--- src/rtl/mc_ctrl_pkg.sv ---
// Shared state, opcode, ALUOp and mux encodings for the multi-cycle MIPS main control unit.
// Build option MC_CTRL_BGEZ_EN makes opcode 000001 (bgez) a legal branch.
package mc_ctrl_pkg;

    typedef enum logic [3:0] {
        StIdle   = 4'd0,
        StFetch  = 4'd1,
        StDecode = 4'd2,
        StMemAdr = 4'd3,
        StMemRd  = 4'd4,
        StMemWb  = 4'd5,
        StMemWr  = 4'd6,
        StExec   = 4'd7,
        StAluWb  = 4'd8,
        StBranch = 4'd9,
        StImmEx  = 4'd10,
        StImmWb  = 4'd11,
        StJump   = 4'd12
    } state_e;

    localparam logic [5:0] OpRtype = 6'b000000;
    localparam logic [5:0] OpBgez  = 6'b000001;
    localparam logic [5:0] OpJ     = 6'b000010;
    localparam logic [5:0] OpBeq   = 6'b000100;
    localparam logic [5:0] OpBne   = 6'b000101;
    localparam logic [5:0] OpAddi  = 6'b001000;
    localparam logic [5:0] OpSlti  = 6'b001010;
    localparam logic [5:0] OpOri   = 6'b001101;
    localparam logic [5:0] OpLui   = 6'b001111;
    localparam logic [5:0] OpLw    = 6'b100011;
    localparam logic [5:0] OpSw    = 6'b101011;
    localparam logic [5:0] FnJr    = 6'b001000;

    localparam logic [2:0] AluOpRtype = 3'b010;
    localparam logic [2:0] AluOpAdd   = 3'b110;
    localparam logic [2:0] AluOpSlti  = 3'b011;
    localparam logic [2:0] AluOpSub   = 3'b001;
    localparam logic [2:0] AluOpLui   = 3'b100;
    localparam logic [2:0] AluOpOri   = 3'b111;
    localparam logic [2:0] AluOpBgez  = 3'b101;

    localparam logic [1:0] PcSrcAlu    = 2'b00;
    localparam logic [1:0] PcSrcAluOut = 2'b01;
    localparam logic [1:0] PcSrcJump   = 2'b10;
    localparam logic [1:0] PcSrcRs     = 2'b11;

    localparam logic [1:0] SrcBReg   = 2'b00;
    localparam logic [1:0] SrcBFour  = 2'b01;
    localparam logic [1:0] SrcBImm   = 2'b10;
    localparam logic [1:0] SrcBImmSh = 2'b11;

    localparam logic [1:0] BrEq  = 2'b00;
    localparam logic [1:0] BrNe  = 2'b01;
    localparam logic [1:0] BrGez = 2'b10;

    typedef struct packed {
        logic       pc_write;
        logic       pc_write_cond;
        logic [1:0] branch_type;
        logic [1:0] pc_src;
        logic       i_or_d;
        logic       mem_read;
        logic       mem_write;
        logic       ir_write;
        logic       reg_dst;
        logic       mem_to_reg;
        logic       reg_write;
        logic       alu_src_a;
        logic [1:0] alu_src_b;
        logic       zero_ext;
        logic [2:0] alu_op;
        logic       illegal;
    } ctrl_t;

    // State following DECODE; StFetch marks an unknown opcode.
    function automatic state_e decode_target(input logic [5:0] opcode);
        state_e nxt;
        case (opcode)
            OpRtype:                        nxt = StExec;
            OpLw, OpSw:                     nxt = StMemAdr;
            OpBeq, OpBne:                   nxt = StBranch;
            OpAddi, OpSlti, OpLui, OpOri:   nxt = StImmEx;
            OpJ:                            nxt = StJump;
`ifdef MC_CTRL_BGEZ_EN
            OpBgez:                         nxt = StBranch;
`endif
            default:                        nxt = StFetch;
        endcase
        return nxt;
    endfunction

endpackage

--- src/rtl/mc_ctrl_fsm_if.sv ---
// Control-unit bus: IR fields and memory ready in, datapath control word, debug state and
// retired-instruction count out.
interface mc_ctrl_fsm_if #(
    parameter int unsigned CNT_W = 32
);
    logic [5:0]       opcode_i;
    logic [5:0]       funct_i;
    logic             mem_ready_i;
    logic             pc_write_o;
    logic             pc_write_cond_o;
    logic [1:0]       branch_type_o;
    logic [1:0]       pc_src_o;
    logic             i_or_d_o;
    logic             mem_read_o;
    logic             mem_write_o;
    logic             ir_write_o;
    logic             reg_dst_o;
    logic             mem_to_reg_o;
    logic             reg_write_o;
    logic             alu_src_a_o;
    logic [1:0]       alu_src_b_o;
    logic             zero_ext_o;
    logic [2:0]       alu_op_o;
    logic             illegal_o;
    logic [3:0]       state_o;
    logic [CNT_W-1:0] instr_cnt_o;

    modport master (
        input  opcode_i, funct_i, mem_ready_i,
        output pc_write_o, pc_write_cond_o, branch_type_o, pc_src_o, i_or_d_o, mem_read_o,
               mem_write_o, ir_write_o, reg_dst_o, mem_to_reg_o, reg_write_o, alu_src_a_o,
               alu_src_b_o, zero_ext_o, alu_op_o, illegal_o, state_o, instr_cnt_o
    );

    modport slave (
        output opcode_i, funct_i, mem_ready_i,
        input  pc_write_o, pc_write_cond_o, branch_type_o, pc_src_o, i_or_d_o, mem_read_o,
               mem_write_o, ir_write_o, reg_dst_o, mem_to_reg_o, reg_write_o, alu_src_a_o,
               alu_src_b_o, zero_ext_o, alu_op_o, illegal_o, state_o, instr_cnt_o
    );
endinterface

--- src/rtl/mc_ctrl_out_dec.sv ---
// Combinational state/opcode -> control-word decoder; only FETCH enables depend on mem_ready_i.
// Build option MC_CTRL_BGEZ_EN selects the bgez branch encoding in BRANCH.
module mc_ctrl_out_dec
    import mc_ctrl_pkg::*;
(
    input  state_e     state_i,
    input  logic [5:0] opcode_i,
    input  logic [5:0] funct_i,
    input  logic       mem_ready_i,
    output ctrl_t      ctrl_o
);

    always_comb begin
        ctrl_o = '0;
        case (state_i)
            StFetch: begin
                ctrl_o.mem_read  = 1'b1;
                ctrl_o.alu_src_b = SrcBFour;
                ctrl_o.alu_op    = AluOpAdd;
                ctrl_o.ir_write  = mem_ready_i;
                ctrl_o.pc_write  = mem_ready_i;
            end
            StDecode: begin
                ctrl_o.alu_src_b = SrcBImmSh;
                ctrl_o.alu_op    = AluOpAdd;
                ctrl_o.illegal   = (decode_target(opcode_i) == StFetch);
            end
            StMemAdr: begin
                ctrl_o.alu_src_a = 1'b1;
                ctrl_o.alu_src_b = SrcBImm;
                ctrl_o.alu_op    = AluOpAdd;
            end
            StMemRd: begin
                ctrl_o.i_or_d   = 1'b1;
                ctrl_o.mem_read = 1'b1;
            end
            StMemWb: begin
                ctrl_o.mem_to_reg = 1'b1;
                ctrl_o.reg_write  = 1'b1;
            end
            StMemWr: begin
                ctrl_o.i_or_d    = 1'b1;
                ctrl_o.mem_write = 1'b1;
            end
            StExec: begin
                ctrl_o.alu_src_a = 1'b1;
                ctrl_o.alu_src_b = SrcBReg;
                ctrl_o.alu_op    = AluOpRtype;
                if (funct_i == FnJr) begin
                    ctrl_o.pc_src   = PcSrcRs;
                    ctrl_o.pc_write = 1'b1;
                end
            end
            StAluWb: begin
                ctrl_o.reg_dst   = 1'b1;
                ctrl_o.reg_write = 1'b1;
            end
            StBranch: begin
                ctrl_o.alu_src_a     = 1'b1;
                ctrl_o.alu_src_b     = SrcBReg;
                ctrl_o.alu_op        = AluOpSub;
                ctrl_o.pc_src        = PcSrcAluOut;
                ctrl_o.pc_write_cond = 1'b1;
                ctrl_o.branch_type   = (opcode_i == OpBne) ? BrNe : BrEq;
`ifdef MC_CTRL_BGEZ_EN
                if (opcode_i == OpBgez) begin
                    ctrl_o.alu_op      = AluOpBgez;
                    ctrl_o.branch_type = BrGez;
                end
`endif
            end
            StImmEx: begin
                ctrl_o.alu_src_a = 1'b1;
                ctrl_o.alu_src_b = SrcBImm;
                case (opcode_i)
                    OpSlti:  ctrl_o.alu_op = AluOpSlti;
                    OpLui:   ctrl_o.alu_op = AluOpLui;
                    OpOri: begin
                        ctrl_o.alu_op   = AluOpOri;
                        ctrl_o.zero_ext = 1'b1;
                    end
                    default: ctrl_o.alu_op = AluOpAdd;
                endcase
            end
            StImmWb: ctrl_o.reg_write = 1'b1;
            StJump: begin
                ctrl_o.pc_src   = PcSrcJump;
                ctrl_o.pc_write = 1'b1;
            end
            default: ;
        endcase
    end

endmodule

--- src/rtl/mc_ctrl_fsm.sv ---
// Multi-cycle MIPS main control FSM: sequences fetch..writeback, counts retired instructions.
// Build option MC_CTRL_BGEZ_EN enables the bgez opcode (decoded in mc_ctrl_pkg/out_dec).
module mc_ctrl_fsm
    import mc_ctrl_pkg::*;
#(
    parameter int unsigned CNT_W = 32
) (
    input  logic          clk_i,
    input  logic          rst_i,
    mc_ctrl_fsm_if.master bus
);

    state_e           r_state;
    state_e           w_state_nxt;
    logic [CNT_W-1:0] r_cnt;
    logic             w_retire;
    ctrl_t            w_ctrl;

    always_comb begin
        w_state_nxt = r_state;
        w_retire    = 1'b0;
        case (r_state)
            StIdle:   w_state_nxt = StFetch;
            StFetch:  if (bus.mem_ready_i) w_state_nxt = StDecode;
            StDecode: w_state_nxt = decode_target(bus.opcode_i);
            StMemAdr: w_state_nxt = (bus.opcode_i == OpSw) ? StMemWr : StMemRd;
            StMemRd:  if (bus.mem_ready_i) w_state_nxt = StMemWb;
            StMemWr: begin
                if (bus.mem_ready_i) begin
                    w_state_nxt = StFetch;
                    w_retire    = 1'b1;
                end
            end
            StExec: begin
                if (bus.funct_i == FnJr) begin
                    w_state_nxt = StFetch;
                    w_retire    = 1'b1;
                end else begin
                    w_state_nxt = StAluWb;
                end
            end
            StImmEx:  w_state_nxt = StImmWb;
            StMemWb, StAluWb, StBranch, StImmWb, StJump: begin
                w_state_nxt = StFetch;
                w_retire    = 1'b1;
            end
            default:  w_state_nxt = StIdle;
        endcase
    end

    always_ff @(posedge clk_i or posedge rst_i) begin
        if (rst_i) begin
            r_state <= StIdle;
            r_cnt   <= '0;
        end else begin
            r_state <= w_state_nxt;
            if (w_retire) r_cnt <= r_cnt + CNT_W'(1);
        end
    end

    mc_ctrl_out_dec u_out_dec (
        .state_i     (r_state),
        .opcode_i    (bus.opcode_i),
        .funct_i     (bus.funct_i),
        .mem_ready_i (bus.mem_ready_i),
        .ctrl_o      (w_ctrl)
    );

    assign bus.pc_write_o      = w_ctrl.pc_write;
    assign bus.pc_write_cond_o = w_ctrl.pc_write_cond;
    assign bus.branch_type_o   = w_ctrl.branch_type;
    assign bus.pc_src_o        = w_ctrl.pc_src;
    assign bus.i_or_d_o        = w_ctrl.i_or_d;
    assign bus.mem_read_o      = w_ctrl.mem_read;
    assign bus.mem_write_o     = w_ctrl.mem_write;
    assign bus.ir_write_o      = w_ctrl.ir_write;
    assign bus.reg_dst_o       = w_ctrl.reg_dst;
    assign bus.mem_to_reg_o    = w_ctrl.mem_to_reg;
    assign bus.reg_write_o     = w_ctrl.reg_write;
    assign bus.alu_src_a_o     = w_ctrl.alu_src_a;
    assign bus.alu_src_b_o     = w_ctrl.alu_src_b;
    assign bus.zero_ext_o      = w_ctrl.zero_ext;
    assign bus.alu_op_o        = w_ctrl.alu_op;
    assign bus.illegal_o       = w_ctrl.illegal;
    assign bus.state_o         = r_state;
    assign bus.instr_cnt_o     = r_cnt;

endmodule

--- src/flat_wrapper.sv ---
// flat-port wrapper written by rule: the top's interface ports become plain ports
module mc_ctrl_fsm_flat import mc_ctrl_pkg::*;
#(
    parameter int unsigned CNT_W = 32
)
  (clk_i, rst_i, bus_opcode_i, bus_funct_i, bus_mem_ready_i, bus_pc_write_o, bus_pc_write_cond_o, bus_branch_type_o, bus_pc_src_o, bus_i_or_d_o, bus_mem_read_o, bus_mem_write_o, bus_ir_write_o, bus_reg_dst_o, bus_mem_to_reg_o, bus_reg_write_o, bus_alu_src_a_o, bus_alu_src_b_o, bus_zero_ext_o, bus_alu_op_o, bus_illegal_o, bus_state_o, bus_instr_cnt_o);
  mc_ctrl_fsm_if #(.CNT_W(CNT_W)) bus_i ();
  input  logic clk_i;
  input  logic rst_i;
  input wire logic [$bits(bus_i.opcode_i)-1:0] bus_opcode_i;
  input wire logic [$bits(bus_i.funct_i)-1:0] bus_funct_i;
  input wire logic [$bits(bus_i.mem_ready_i)-1:0] bus_mem_ready_i;
  output wire logic [$bits(bus_i.pc_write_o)-1:0] bus_pc_write_o;
  output wire logic [$bits(bus_i.pc_write_cond_o)-1:0] bus_pc_write_cond_o;
  output wire logic [$bits(bus_i.branch_type_o)-1:0] bus_branch_type_o;
  output wire logic [$bits(bus_i.pc_src_o)-1:0] bus_pc_src_o;
  output wire logic [$bits(bus_i.i_or_d_o)-1:0] bus_i_or_d_o;
  output wire logic [$bits(bus_i.mem_read_o)-1:0] bus_mem_read_o;
  output wire logic [$bits(bus_i.mem_write_o)-1:0] bus_mem_write_o;
  output wire logic [$bits(bus_i.ir_write_o)-1:0] bus_ir_write_o;
  output wire logic [$bits(bus_i.reg_dst_o)-1:0] bus_reg_dst_o;
  output wire logic [$bits(bus_i.mem_to_reg_o)-1:0] bus_mem_to_reg_o;
  output wire logic [$bits(bus_i.reg_write_o)-1:0] bus_reg_write_o;
  output wire logic [$bits(bus_i.alu_src_a_o)-1:0] bus_alu_src_a_o;
  output wire logic [$bits(bus_i.alu_src_b_o)-1:0] bus_alu_src_b_o;
  output wire logic [$bits(bus_i.zero_ext_o)-1:0] bus_zero_ext_o;
  output wire logic [$bits(bus_i.alu_op_o)-1:0] bus_alu_op_o;
  output wire logic [$bits(bus_i.illegal_o)-1:0] bus_illegal_o;
  output wire logic [$bits(bus_i.state_o)-1:0] bus_state_o;
  output wire logic [$bits(bus_i.instr_cnt_o)-1:0] bus_instr_cnt_o;
  assign bus_i.opcode_i = bus_opcode_i;
  assign bus_i.funct_i = bus_funct_i;
  assign bus_i.mem_ready_i = bus_mem_ready_i;
  assign bus_pc_write_o = bus_i.pc_write_o;
  assign bus_pc_write_cond_o = bus_i.pc_write_cond_o;
  assign bus_branch_type_o = bus_i.branch_type_o;
  assign bus_pc_src_o = bus_i.pc_src_o;
  assign bus_i_or_d_o = bus_i.i_or_d_o;
  assign bus_mem_read_o = bus_i.mem_read_o;
  assign bus_mem_write_o = bus_i.mem_write_o;
  assign bus_ir_write_o = bus_i.ir_write_o;
  assign bus_reg_dst_o = bus_i.reg_dst_o;
  assign bus_mem_to_reg_o = bus_i.mem_to_reg_o;
  assign bus_reg_write_o = bus_i.reg_write_o;
  assign bus_alu_src_a_o = bus_i.alu_src_a_o;
  assign bus_alu_src_b_o = bus_i.alu_src_b_o;
  assign bus_zero_ext_o = bus_i.zero_ext_o;
  assign bus_alu_op_o = bus_i.alu_op_o;
  assign bus_illegal_o = bus_i.illegal_o;
  assign bus_state_o = bus_i.state_o;
  assign bus_instr_cnt_o = bus_i.instr_cnt_o;
  mc_ctrl_fsm #(.CNT_W(CNT_W)) u_core (.clk_i(clk_i), .rst_i(rst_i), .bus(bus_i));
endmodule
--- config.mk ---
export PLATFORM = sky130hd
export DESIGN_NAME = mc_ctrl_fsm_flat
export DESIGN_NICKNAME = d
export VERILOG_FILES = /design/src/rtl/mc_ctrl_pkg.sv /design/src/rtl/mc_ctrl_fsm_if.sv /design/src/rtl/mc_ctrl_out_dec.sv /design/src/rtl/mc_ctrl_fsm.sv /design/src/flat_wrapper.sv
export SDC_FILE = /design/constraint.sdc
export NUM_CORES = 1
export LEC_CHECK = 0
export BUFFER_PORTS_ARGS = -buffer_cell sky130_fd_sc_hd__clkbuf_2
export CORE_MARGIN = 2
export CORE_UTILIZATION = 35
export CTS_CLUSTER_SIZE = 8
export DETAILED_ROUTE_END_ITERATION = 12
export MAX_ROUTING_LAYER = met4
export PLACE_DENSITY_LB_ADDON = 0.25
export SLEW_MARGIN = 30
export SYNTH_ARGS = -nofsm -noshare
export SYNTH_HDL_FRONTEND = slang
export SYNTH_SLANG_ARGS = --single-unit
--- constraint.sdc ---
create_clock -name clk_i -period 2.2 [get_ports clk_i]
set_input_delay 0.33 -clock clk_i [delete_from_list [all_inputs] [get_ports clk_i]]
set_output_delay 0.33 -clock clk_i [all_outputs]
set_load 0.02 [all_outputs]
After elaboration in Yosys (flattened, before gate mapping):

Index checks and enable logic that the tools add are counted.

* register bits: 36
* latch bits: 0
* bits in writable memories: 0
* bits in read-only memories: 0
* bits of input ports: 15
* output and inout port bits: 57
* word-level logic and storage cells: 73
* memories: 0

* add/subtract/negate cells: 1
* $mul: 0
* div/mod/pow operators: 0
* $lt $le $gt $ge: 0
* equality and inequality tests: 26
* shift-type cells: 0
* multiplexer cells: 30
* bitwise operators: 0
* reductions and logical operators: 14

Operator list (number)
* $add 32x1->32 const B: 1
* $pmux 4 s8: 1
* $eq 6x4->1 const B: 5
* $eq 4x4->1 const B: 5
* $mux 4: 5
* $pmux 4 s5: 1
* $eq 4x3->1 const B: 4
* $mux 1: 14
* $eq 6x3->1 const B: 2
* $eq 6x6->1 const B: 2
* $pmux 2 s3: 2
* $pmux 3 s4: 1
* $reduce_or 2->1: 5
* $pmux 3 s3: 1
* $eq 4x1->1 const B: 2
* $eq 4x2->1 const B: 2
* $reduce_or 4->1: 2
* $eq 6x2->1 const B: 1
* $logic_not 6->1: 1
* $ne 2x2->1 const B: 3
* $pmux 1 s3: 2
* $reduce_or 3->1: 2
* $reduce_or 6->1: 1
* $reduce_or 5->1: 1
* other kinds (4): 5

Logic depth before layout (Yosys ltp):

Gate-level depths: netlist of run 1.

* depth in word-level cells: 6
* mapped depth: 8
* depth with buffers taken out: 6

Hierarchy:

From an unflattened synthesis of run 1, not the netlist that was laid out.

* cells, all modules: 249
* area, all modules: 2303.5 µm²

Modules (own cells, without submodules)
* mc_ctrl_fsm: times used 1, cells an instance 186, area each 1910.6 µm²
* mc_ctrl_out_dec: times used 1, cells an instance 63, area each 392.9 µm²

Worst setup path before layout of run 1:

Ideal clock, no wire load.

* path kind: register to register
* start: reg u_core.r_state[0], in the netlist u_core.bus.state_o[0]
* end: reg u_core.r_cnt[29], in the netlist u_core.bus.instr_cnt_o[29]
* arrival: 2.037 ns
* required time: 2.070 ns
* setup slack: 0.032 ns
* cell stages (with the launch flop): 7
* clock period less this slack: 2.168 ns
* cells stage by stage: dfrtp_1 -> buf_4 -> nand2b_1 -> o32ai_4 -> o2111ai_4 -> or4_1 -> xnor2_1

* cells in the longest elaborated chain, start to end: 3
* elaborated cells on any way between the ends: 9
* those cells by class: eq/ne (7); mux (1); reduce/logical (1)

RTL lines
* from (decl): line mc_ctrl_fsm.sv:13 `state_e r_state;`
* from (signal assigned): line mc_ctrl_fsm.sv:53 `r_state <= StIdle;`
* from (signal assigned): line mc_ctrl_fsm.sv:56 `r_state <= w_state_nxt;`
* $eq 4x3->1 or $eq 4x4->1 (tied branches): line mc_ctrl_fsm.sv:22 `case (r_state)`
* $reduce_or 5->1
* $pmux 1 s3 (*): line mc_ctrl_fsm.sv:22
* to (signal assigned): line mc_ctrl_fsm.sv:57 `if (w_retire) r_cnt <= r_cnt + CNT_W'(1);`
* to (decl): line mc_ctrl_fsm.sv:15 `logic [CNT_W-1:0] r_cnt;`

Every way passes the cells marked *; elsewhere a longest branch is shown, timed or not.
A chain may end at the register's enable or synchronous reset.

Final worst setup path of run 1:

* start: reg u_core.r_state[0], in the netlist u_core.bus.state_o[0]
* end: out bus_pc_write_o

* cells in the longest elaborated chain, start to end: 2
* elaborated cells on any way between the ends: 4
* those cells by class: eq/ne (3); mux (1)

RTL lines
* $eq 4x4->1 (tied with other cells): line mc_ctrl_out_dec.sv:15 `case (state_i)`
* $pmux 1 s3 (*): line mc_ctrl_out_dec.sv:15
* to (decl): line flat_wrapper.sv:13 `output wire logic [$bits(bus_i.pc_write_o)-1:0] bus_pc_write_o;`

Marks and branches as above.

==> results of run 1 <==
[what timing repair did]
action,CTS,global route
setup buffers,0,0
gates cloned,0,0
endpoints found under the setup margin,1,5
gates resized for setup,1,6
[where the power goes]
part	total (mW)	internal, mW	switching (mW)	leakage, nW
sequential	0.828	0.727	0.101	0.473
combinational	0.983	0.374	0.609	0.845
clock	0.575	0.336	0.239	0.0552
[path summary, 6_finish.rpt]
path                                                              from                                     end  slack, ns  cells past startpoint
worst min register to register  u_core.bus.instr_cnt_o[31]$_DFFE_PP0P_  u_core.bus.instr_cnt_o[31]$_DFFE_PP0P_       0.47                      1
worst max register to register       u_core.bus.state_o[0]$_DFFE_PP0P_  u_core.bus.instr_cnt_o[30]$_DFFE_PP0P_       0.19                      6
max in group asynchronous                                        rst_i       u_core.bus.state_o[3]$_DFFE_PP0P_       1.72                      3
min in group clk_i                                     bus_mem_ready_i       u_core.bus.state_o[0]$_DFFE_PP0P_       0.47                      3
worst min-delay path                                             rst_i  u_core.bus.instr_cnt_o[23]$_DFFE_PP0P_       0.11                      3
worst max-delay path                 u_core.bus.state_o[0]$_DFFE_PP0P_                          bus_pc_write_o       0.12                      6
[layout make-up]
type / count / area, sq um
fill: 620 / 3198
multi-input combinational: 184 / 1190
sequential: 36 / 903.4
timing repair buffer: 81 / 432.9
tap: 75 / 93.84
clock buffer: 6 / 72.57
clock inverter: 2 / 35.03
inverter: 8 / 30.03
[kinds of logic after synthesis]
| family | after synthesis |
|---|---|
| compound gates | 36 |
| buf+inv | 21 |
| other cells | 1 |
| simple gates | 113 |
| fa+ha+maj | 1 |
| flops | 36 |
| mux | 1 |
| xor+xnor | 32 |
[per-layer routing]
metal | share of wire [%] | GRT usage (%)
met2 | 48 | 26.45
met5 | 0 | -
met4 | 0.88 | 3.443
met1 | 46 | 23.86
met3 | 4.7 | 3.696
[sequential cells by signal, summed over array words and instances (netlist names)]
name                    flops
u_core.bus.instr_cnt_o     32
u_core.bus.state_o          4
[tightest hold or removal path, cell delays in order]
cell                       delay, ns
sky130_fd_sc_hd__clkbuf_2       0.08
sky130_fd_sc_hd__inv_1          0.04
sky130_fd_sc_hd__buf_4          0.39
[cell usage after synthesis (all sizes together), types with 2 or more instances]
| cell | count |
|---|---|
| nand2 | 21 |
| xnor2 | 18 |
| nor2b | 3 |
| o21ai | 10 |
| clkbuf | 7 |
| a21oi | 8 |
| a31o | 3 |
| xor2 | 14 |
| and4 | 2 |
| a31oi | 2 |
| nand3 | 15 |
| a21o | 2 |
| nor4b | 2 |
| and3 | 6 |
| inv | 8 |
| or2 | 2 |
| nand4 | 5 |
| nand2b | 4 |
| buf | 6 |
| dfrtp | 36 |
| nor2 | 22 |
| nor3 | 19 |
| nor4 | 7 |
| and2 | 2 |
[stage by stage]
stage	hold slack, ns	setup slack (ns)
6_report	0.1093	0.1231
2_1_floorplan	0.4970	0.03213
3_3_place_gp	0.4451	0.2223
4_1_cts	0.1379	0.05063
5_1_grt	0.1632	0.004403
3_5_place_dp	0.4551	0.1513
==> results.cfg, run 1 <==
[outcome]
run_status = completed

[cells_and_area]
layout.cells.most_common_list = sky130_fd_sc_hd__clkbuf_2, sky130_fd_sc_hd__dfrtp_1, sky130_fd_sc_hd__nor2_1
num-nets-final = 332
drive_above_1_share_pct = 33.44
layoutNonFillerInstCount = 392
area_growth_syn_to_layout_pct = 27.40
final_common_cell = sky130_fd_sc_hd__clkbuf_2
layout.cell_area.non_filler_sq_um = 2758
layout.core_utilization_pct = 46.30
insertedDiodeCount = 0

[power_and_ir_drop]
cellPowerDensity_nw_per_um2 = 865.1
vdd_drop_max_v = 0.0004765
totalPowerFinal_mw = 2.386
total_leakage_power_nw = 1.373

[synthesis]
synth-seq-area-share_pct = 41.62
yosysUniqueCellTypes = 45
synth_enable_flop_cells = 0
post_synth_simple_gate_area_pct = 26.88
syn-num-nets = 257
post-synth-top-area-fraction_pct = 41.62
netlist_area_sq_um = 2165
yosys_warnings = 0
synth_xor_area_share_pct = 12.95
post_synth_inst_count = 241
synth_async_sr_flop_share_pct = 100.0
synth-seq-cells = 36
synth_top_cells_by_area = sky130_fd_sc_hd__dfrtp_1, sky130_fd_sc_hd__xnor2_1, sky130_fd_sc_hd__xor2_1
main_combinational_cell_family_by_area_after_synthesis = simple AND/OR/NAND/NOR gates
yosys.area.top_type = sky130_fd_sc_hd__dfrtp_1
synth.avg_cell_area_sq_um = 8.982
yosys-mux-area-fraction_pct = 0.5202
synth_ff_type = sky130_fd_sc_hd__dfrtp_1
arithmetic_cell_share_of_the_synthesized_area_counting_full_adders_half_adders_and_majority_gates_pct = 0.5780
synth_compound_area_share_pct = 13.12

[detailed_routing]
detail_route.wl_per_cell_um = 13.85
remaining_drc_errors = 0
via_cell_ratio = 5.163
detailroute.via_count = 2024
ant_nets = 0
drt_wl_total_um = 5429
number_of_iterations_in_the_first_detailed_routing_pass = 4
drt_iter0_markers = 142

[placement]
hpwl_um = 3942
placed_cells = 384
post_detailed_placement_cell_area_sq_um = 2631
port-buffer-count = 70
gp_congestion = 0.8317

[setup_path]
cp.buffers_inverters = 2
worstPathCellList = nor2b_2 > nand3_2 > o32ai_4 > buf_4 > or2_2 > clkbuf_2
timing.critical_path.slowest_cell_delay_ns = 0.44
path_class = register to output pin
path_max_fanout = 7
critPathLaunchType = register
worst_path_arrival_time_ns = 1.75
critPathRequiredTime_ns = 1.87
critPathCaptureType = output pin
worst_path_dominant_cell_family = simple AND/OR/NAND/NOR gates
slowest_stage = sky130_fd_sc_hd__dfrtp_1

[cts]
cts_buffer_depth = 2
clk_latency_ns = 0.29
total_clock_buffers_created_by_cts = 5
htreeDepth = 2
cts_tree = done
worst_setup_hold_path_clk_slew_ns = 0.08
clock-sinks = 36
cts-root-buf = sky130_fd_sc_hd__clkbuf_8
postCtsHoldBufs = 0

[hold_path]
hold_crit_path_type = input port to asynchronous set/reset pin

[timing]
finalMaxSlewViolations = 0
setup_tns_ns = 0
rsz0062_at_grt = false
final_period_minus_worst_setup_slack_ns = 2.077
min_period_over_period_pct = 94.40
hold_viol_final = 0
clock.fmax_mhz = 481.5
worst_clock_skew_ns = 0.007514
finalSetupViolCount = 0

[global_routing]
grt_pass1_wl_um = 8894
gr-usage-all-layers_pct = 17.31
grt.overflow.total = 0
antenna_found_initial = 0
grt_max_degree = 37
grt_pass1_vias = 1830

[floorplanning]
chipHeight_um = 82.64
die_x_um = 82.64
fp.dieArea_sq_um = 6829
initial_utilization_pct = 36.34
core_area_sq_um = 5956
ios = 72
placement_rows = 28

[flow_run]
maxCapViolations = 0
Note: power is estimated with default switching activity, not from simulation.
==> run 2: changes to the inputs <==
==> constraint.sdc (replaced) <==
create_clock -name clk_i -period 2.2 [get_ports clk_i]
set_input_delay 0.22 -clock clk_i [delete_from_list [all_inputs] [get_ports clk_i]]
set_output_delay 0.22 -clock clk_i [all_outputs]
set_load 0.02 [all_outputs]
==> run 2 against run 1 <==
  * Power down 3.7%
  * Largest cell class unchanged
  * Via count down 1.7%
  * Highest routed layer unchanged
  * Non-clock buffer count is 2 lower
==> results.cfg, run 2 (synthesis results as in run 1) <==
[timing]
clock.fmax_mhz = 478.2
final_period_minus_worst_setup_slack_ns = 2.091
hold_viol_final = 0
worst_clock_skew_ns = 0.009959
finalSetupViolCount = 0
setup_tns_ns = 0
finalMaxSlewViolations = 0
rsz0062_at_grt = false
min_period_over_period_pct = 95.05

[global_routing]
grt_pass1_wl_um = 8569
gr-usage-all-layers_pct = 16.43
grt.overflow.total = 0
grt_max_degree = 37
antenna_found_initial = 0
grt_pass1_vias = 1825

[outcome]
run_status = completed

[power_and_ir_drop]
vdd_drop_max_v = 0.0005864
cellPowerDensity_nw_per_um2 = 846.2
totalPowerFinal_mw = 2.296
total_leakage_power_nw = 1.350

[setup_path]
critPathCaptureType = output pin
path_max_fanout = 11
worst_path_arrival_time_ns = 1.87
path_class = register to output pin
critPathLaunchType = register
critPathRequiredTime_ns = 1.98

[cells_and_area]
drive_above_1_share_pct = 32.06
fill_cells = 608
num-nets-final = 330
layout.core_utilization_pct = 45.57
layout.cells.most_common_list = sky130_fd_sc_hd__clkbuf_2, sky130_fd_sc_hd__dfrtp_1, sky130_fd_sc_hd__nor2_1
final_common_cell = sky130_fd_sc_hd__clkbuf_2
insertedDiodeCount = 0
area_growth_syn_to_layout_pct = 25.38
layout.cell_area.non_filler_sq_um = 2714
flip_flop_count_of_the_largest_register_all_copies_and_words_added = 32

[cts]
postCtsSetupBuffers = 0
cts_resized = 0
postCtsHoldBufs = 0
total_clock_buffers_created_by_cts = 5
htreeDepth = 2
worst_setup_hold_path_clk_slew_ns = 0.08
clk_latency_ns = 0.29
cts_tree = done
cts_buffer_depth = 2
cts-root-buf = sky130_fd_sc_hd__clkbuf_8
clock-sinks = 36

[detailed_routing]
drt_iter0_markers = 108
drt_wl_total_um = 5276
detailroute.via_count = 1990
via_cell_ratio = 5.103
remaining_drc_errors = 0
ant_nets = 0
detail_route.wl_per_cell_um = 13.53
number_of_iterations_in_the_first_detailed_routing_pass = 4

[floorplanning]
chipHeight_um = 82.64
core_area_sq_um = 5956
fp.dieArea_sq_um = 6829
ios = 72
initial_utilization_pct = 36.34
die_x_um = 82.64
placement_rows = 28

[placement]
post_detailed_placement_cell_area_sq_um = 2616
port-buffer-count = 70
gp_congestion = 0.8313
hpwl_um = 3861

[hold_path]
hold_crit_path_type = input port to asynchronous set/reset pin

[flow_run]
maxCapViolations = 0
## run 2: cell count changes in the layout (fill, tap and decap cells not counted), sizes merged
cell,previous run,this run
clkbuf,75,77
bufinv,1,0
clkinvlp,0,1
clkinv,1,0
buf,12,9
## run 2: worst max-delay path, stage by stage, from the launching register on
cell	delay [ns]
sky130_fd_sc_hd__dfrtp_2	0.49
sky130_fd_sc_hd__inv_2	0.16
sky130_fd_sc_hd__nand2_1	0.16
sky130_fd_sc_hd__nor3_1	0.26
sky130_fd_sc_hd__o21ai_0	0.16
sky130_fd_sc_hd__o311ai_0	0.14
sky130_fd_sc_hd__clkbuf_2	0.24
## run 2: area by class of cell
type	instances	area (sq um)	area share, %
multi-input combinational	184	1174	43.25
clock inverter	1	7.507	0.2766
sequential	36	904.6	33.33
inverter	8	30.03	1.107
timing repair buffer	79	417.9	15.40
tap	75	93.84	3.458
clock buffer	7	86.33	3.181
## run 2: worst paths after layout
| check | startpoint | endpoint | slack (ns) | depth (start not counted) |
|---|---|---|---|---|
| setup / recovery | u_core.bus.state_o[2]$_DFFE_PP0P_ | bus_alu_op_o[1] | 0.11 | 6 |
| hold / removal | rst_i | u_core.bus.instr_cnt_o[23]$_DFFE_PP0P_ | 0.006 | 3 |
| setup reg to reg | u_core.bus.state_o[3]$_DFFE_PP0P_ | u_core.bus.instr_cnt_o[24]$_DFFE_PP0P_ | 0.12 | 6 |
| hold reg to reg | u_core.bus.instr_cnt_o[31]$_DFFE_PP0P_ | u_core.bus.instr_cnt_o[31]$_DFFE_PP0P_ | 0.47 | 1 |
| max in group asynchronous | rst_i | u_core.bus.state_o[2]$_DFFE_PP0P_ | 1.84 | 3 |
| min in group clk_i | bus_mem_ready_i | u_core.bus.state_o[0]$_DFFE_PP0P_ | 0.39 | 3 |
## run 2: stage by stage
stage | hold WS (ns) | worst slack (ns) | cells
floorplan | 0.3870 | 0.03213 | 241
global placement | 0.3296 | 0.1932 | 382
detailed placement | 0.3378 | 0.08907 | 382
CTS | 0.02029 | 0.07142 | 390
global route | 0.04986 | 0.0005747 | 390
finish | 0.005743 | 0.1090 | 390
## run 2: per-layer routing
metal / global-route usage, % / routed length [um] / up-vias
met5: - / 0 / -
met4: 3.770 / 38 / 0
met3: 3.478 / 257 / 4
met2: 24.52 / 2354 / 49
met1: 23.00 / 2626 / 947
li1: - / - / 990
## run 2: power breakdown
part	internal [mW]	switching [mW]	total [mW]
registers	0.729	0.113	0.842
logic	0.367	0.596	0.963
clock network	0.255	0.237	0.492
==> run 3: changes to the inputs <==
==> constraint.sdc (replaced) <==
create_clock -name clk_i -period 2.2 [get_ports clk_i]
set_input_delay 0.55 -clock clk_i [delete_from_list [all_inputs] [get_ports clk_i]]
set_output_delay 0.55 -clock clk_i [all_outputs]
set_load 0.02 [all_outputs]
==> run 3 against run 2 <==
  * Cell area grew 8.4%
  * Global-route usage up 0.46 points
  * Clock power hardly changed
  * Combinational power is 12% higher
  * Final cell count grew 4.4%
  * Sequential power is 0.8% lower
  * First-iteration DRC count rose by 5.6%
  * Register-to-register slack improved by 0.08 ns
  * Clock skew shrank 0.0025 ns
==> results.cfg, run 3 (synthesis results as in run 1) <==
[timing]
finalSetupViolCount = 0
rsz0062_at_grt = true
worst_clock_skew_ns = 0.007421
clock.fmax_mhz = 470.1
fin_worst_hold_slack_ns = 0.3369
hold_viol_final = 0
finalMaxSlewViolations = 0
final_period_minus_worst_setup_slack_ns = 2.127
setup_tns_ns = 0
min_period_over_period_pct = 96.70

[global_routing]
grt_pass1_vias = 1823
antenna_found_initial = 0
grt.overflow.total = 0
grt_max_degree = 37
gr-usage-all-layers_pct = 16.89
grt_pass1_wl_um = 8714

[detailed_routing]
drt_iter0_markers = 114
remaining_drc_errors = 0
detailroute.via_count = 2058
number_of_iterations_in_the_first_detailed_routing_pass = 4
ant_nets = 0
drt_wl_total_um = 5507
via_cell_ratio = 5.057
detail_route.wl_per_cell_um = 13.53

[floorplanning]
chipHeight_um = 82.64
fp.dieArea_sq_um = 6829
die_x_um = 82.64
core_area_sq_um = 5956
ios = 72
placement_rows = 28
initial_utilization_pct = 36.34

[power_and_ir_drop]
netsw_mw = 0.9790
power.share.combinational_pct = 44.9
totalPowerFinal_mw = 2.405
switching_share_pct = 40.71
intPower_mw = 1.426
cellPowerDensity_nw_per_um2 = 817.2
seqPwrFrac_pct = 34.7
share_clk_of_total_power_pct = 20.4
vdd_drop_max_v = 0.0005648
total_leakage_power_nw = 1.466

[setup_path]
critPathCaptureType = output pin
worst_path_arrival_time_ns = 1.58
cp-startpoint = u_core.bus.state_o[1]$_DFFE_PP0P_
worstPathCellList = nor2b_2 > buf_4 > nor2b_1 > a31o_2 > clkbuf_2
critPathLaunchType = register
path_class = register to output pin
timing.critical_path.slowest_cell_delay_ns = 0.49
r2r_start = u_core.bus.state_o[3]$_DFFE_PP0P_
path_max_fanout = 8
critPathRequiredTime_ns = 1.65
worst_r2r_path_depth = 7
slowest_stage = sky130_fd_sc_hd__dfrtp_2

[cells_and_area]
layout.core_utilization_pct = 49.41
num-nets-final = 347
multi_input_area_sq_um = 1262
layout.area.seq_sq_um = 904.6
fill_cells = 592
layoutNonFillerInstCount = 407
flip_flop_count_of_the_largest_register_all_copies_and_words_added = 32
area_growth_syn_to_layout_pct = 35.95
layout.cells.most_common_list = sky130_fd_sc_hd__clkbuf_2, sky130_fd_sc_hd__dfrtp_1, sky130_fd_sc_hd__buf_4
insertedDiodeCount = 0
final_common_cell = sky130_fd_sc_hd__clkbuf_2
drive_above_1_share_pct = 40.66

[cts]
worst_setup_hold_path_clk_slew_ns = 0.08
postCtsHoldBufs = 0
clock-sinks = 36
cts_tree = done
cts_buffer_depth = 2
clk_latency_ns = 0.29
total_clock_buffers_created_by_cts = 5
htreeDepth = 2
cts-root-buf = sky130_fd_sc_hd__clkbuf_8

[flow_run]
maxCapViolations = 0

[hold_path]
hold_crit_path_type = input port to asynchronous set/reset pin

[placement]
gp_congestion = 0.8471
port-buffer-count = 70
hpwl_um = 3941
placed_cells = 395

[outcome]
run_status = completed
## run 3: changes by cell type in the layout (fill, tap and decap cells not counted), moves of 3 or more
| cell | before | now |
|---|---|---|
| sky130_fd_sc_hd__buf_2 | 0 | 3 |
| sky130_fd_sc_hd__buf_4 | 9 | 28 |
| sky130_fd_sc_hd__clkbuf_2 | 70 | 64 |
| sky130_fd_sc_hd__nor3_1 | 19 | 16 |
| sky130_fd_sc_hd__nor3_2 | 0 | 3 |
## run 3: final timing paths
check                                                    endpoint  slack, ns
setup / recovery                                  bus_reg_write_o       0.07
hold / removal             u_core.bus.instr_cnt_o[23]$_DFFE_PP0P_       0.34
setup reg to reg           u_core.bus.instr_cnt_o[24]$_DFFE_PP0P_       0.20
hold reg to reg            u_core.bus.instr_cnt_o[31]$_DFFE_PP0P_       0.47
max in group asynchronous       u_core.bus.state_o[1]$_DFFE_PP0P_       1.50
min in group clk_i         u_core.bus.instr_cnt_o[31]$_DFFE_PP0P_       0.47
## run 3: timing repair
item	CTS	global route
pin swaps	1	3
setup buffers	1	3
resized for setup	7	28
setup endpoints to repair	8	13
## run 3: cell type report
cell class                 instances  area share (%)
timing repair buffer              96           18.92
sequential                        36           30.74
clock buffer                       6           2.806
clock inverter                     2          0.3401
inverter                           8           1.105
multi-input combinational        184           42.90
tap                               75           3.189
## run 3: worst max-delay path: cells and delay by family, from the launching register on
family	cells	cell delay [ns]
DFF	1	0.49
buffers and inverters	2	0.30
AOI/OAI and AO/OA	1	0.13
and+or+nand+nor	2	0.36
## run 3: metrics by stage
| stage | area, sq um | setup WS [ns] |
|---|---|---|
| floorplan | 2177 | -0.1067 |
| global placement | 2726 | 0.01529 |
| detailed placement | 2726 | -0.08474 |
| CTS | 2841 | 0.002109 |
| global route | 2943 | -0.001637 |
| finish | 2943 | 0.07263 |
## run 3: power by group through the flow
| stage | Clock, mW | Sequential (mW) | Combinational (mW) |
|---|---|---|---|
| floorplan | 0 | 0.884 | 0.618 |
| global placement | 0 | 0.838 | 0.997 |
| detailed placement | 0 | 0.842 | 1.01 |
| CTS | 0.509 | 0.832 | 1.02 |
| global route | 0.536 | 0.849 | 1.19 |
| finish | 0.490 | 0.835 | 1.08 |
## run 3: routing by layer
metal	share of wire (%)	track usage [%]	vias up
met3	4.9	2.717	5
met5	0	-	-
met4	1.0	4.918	0
met1	47	23.58	967
met2	47	25.40	59
li1	-	-	1027
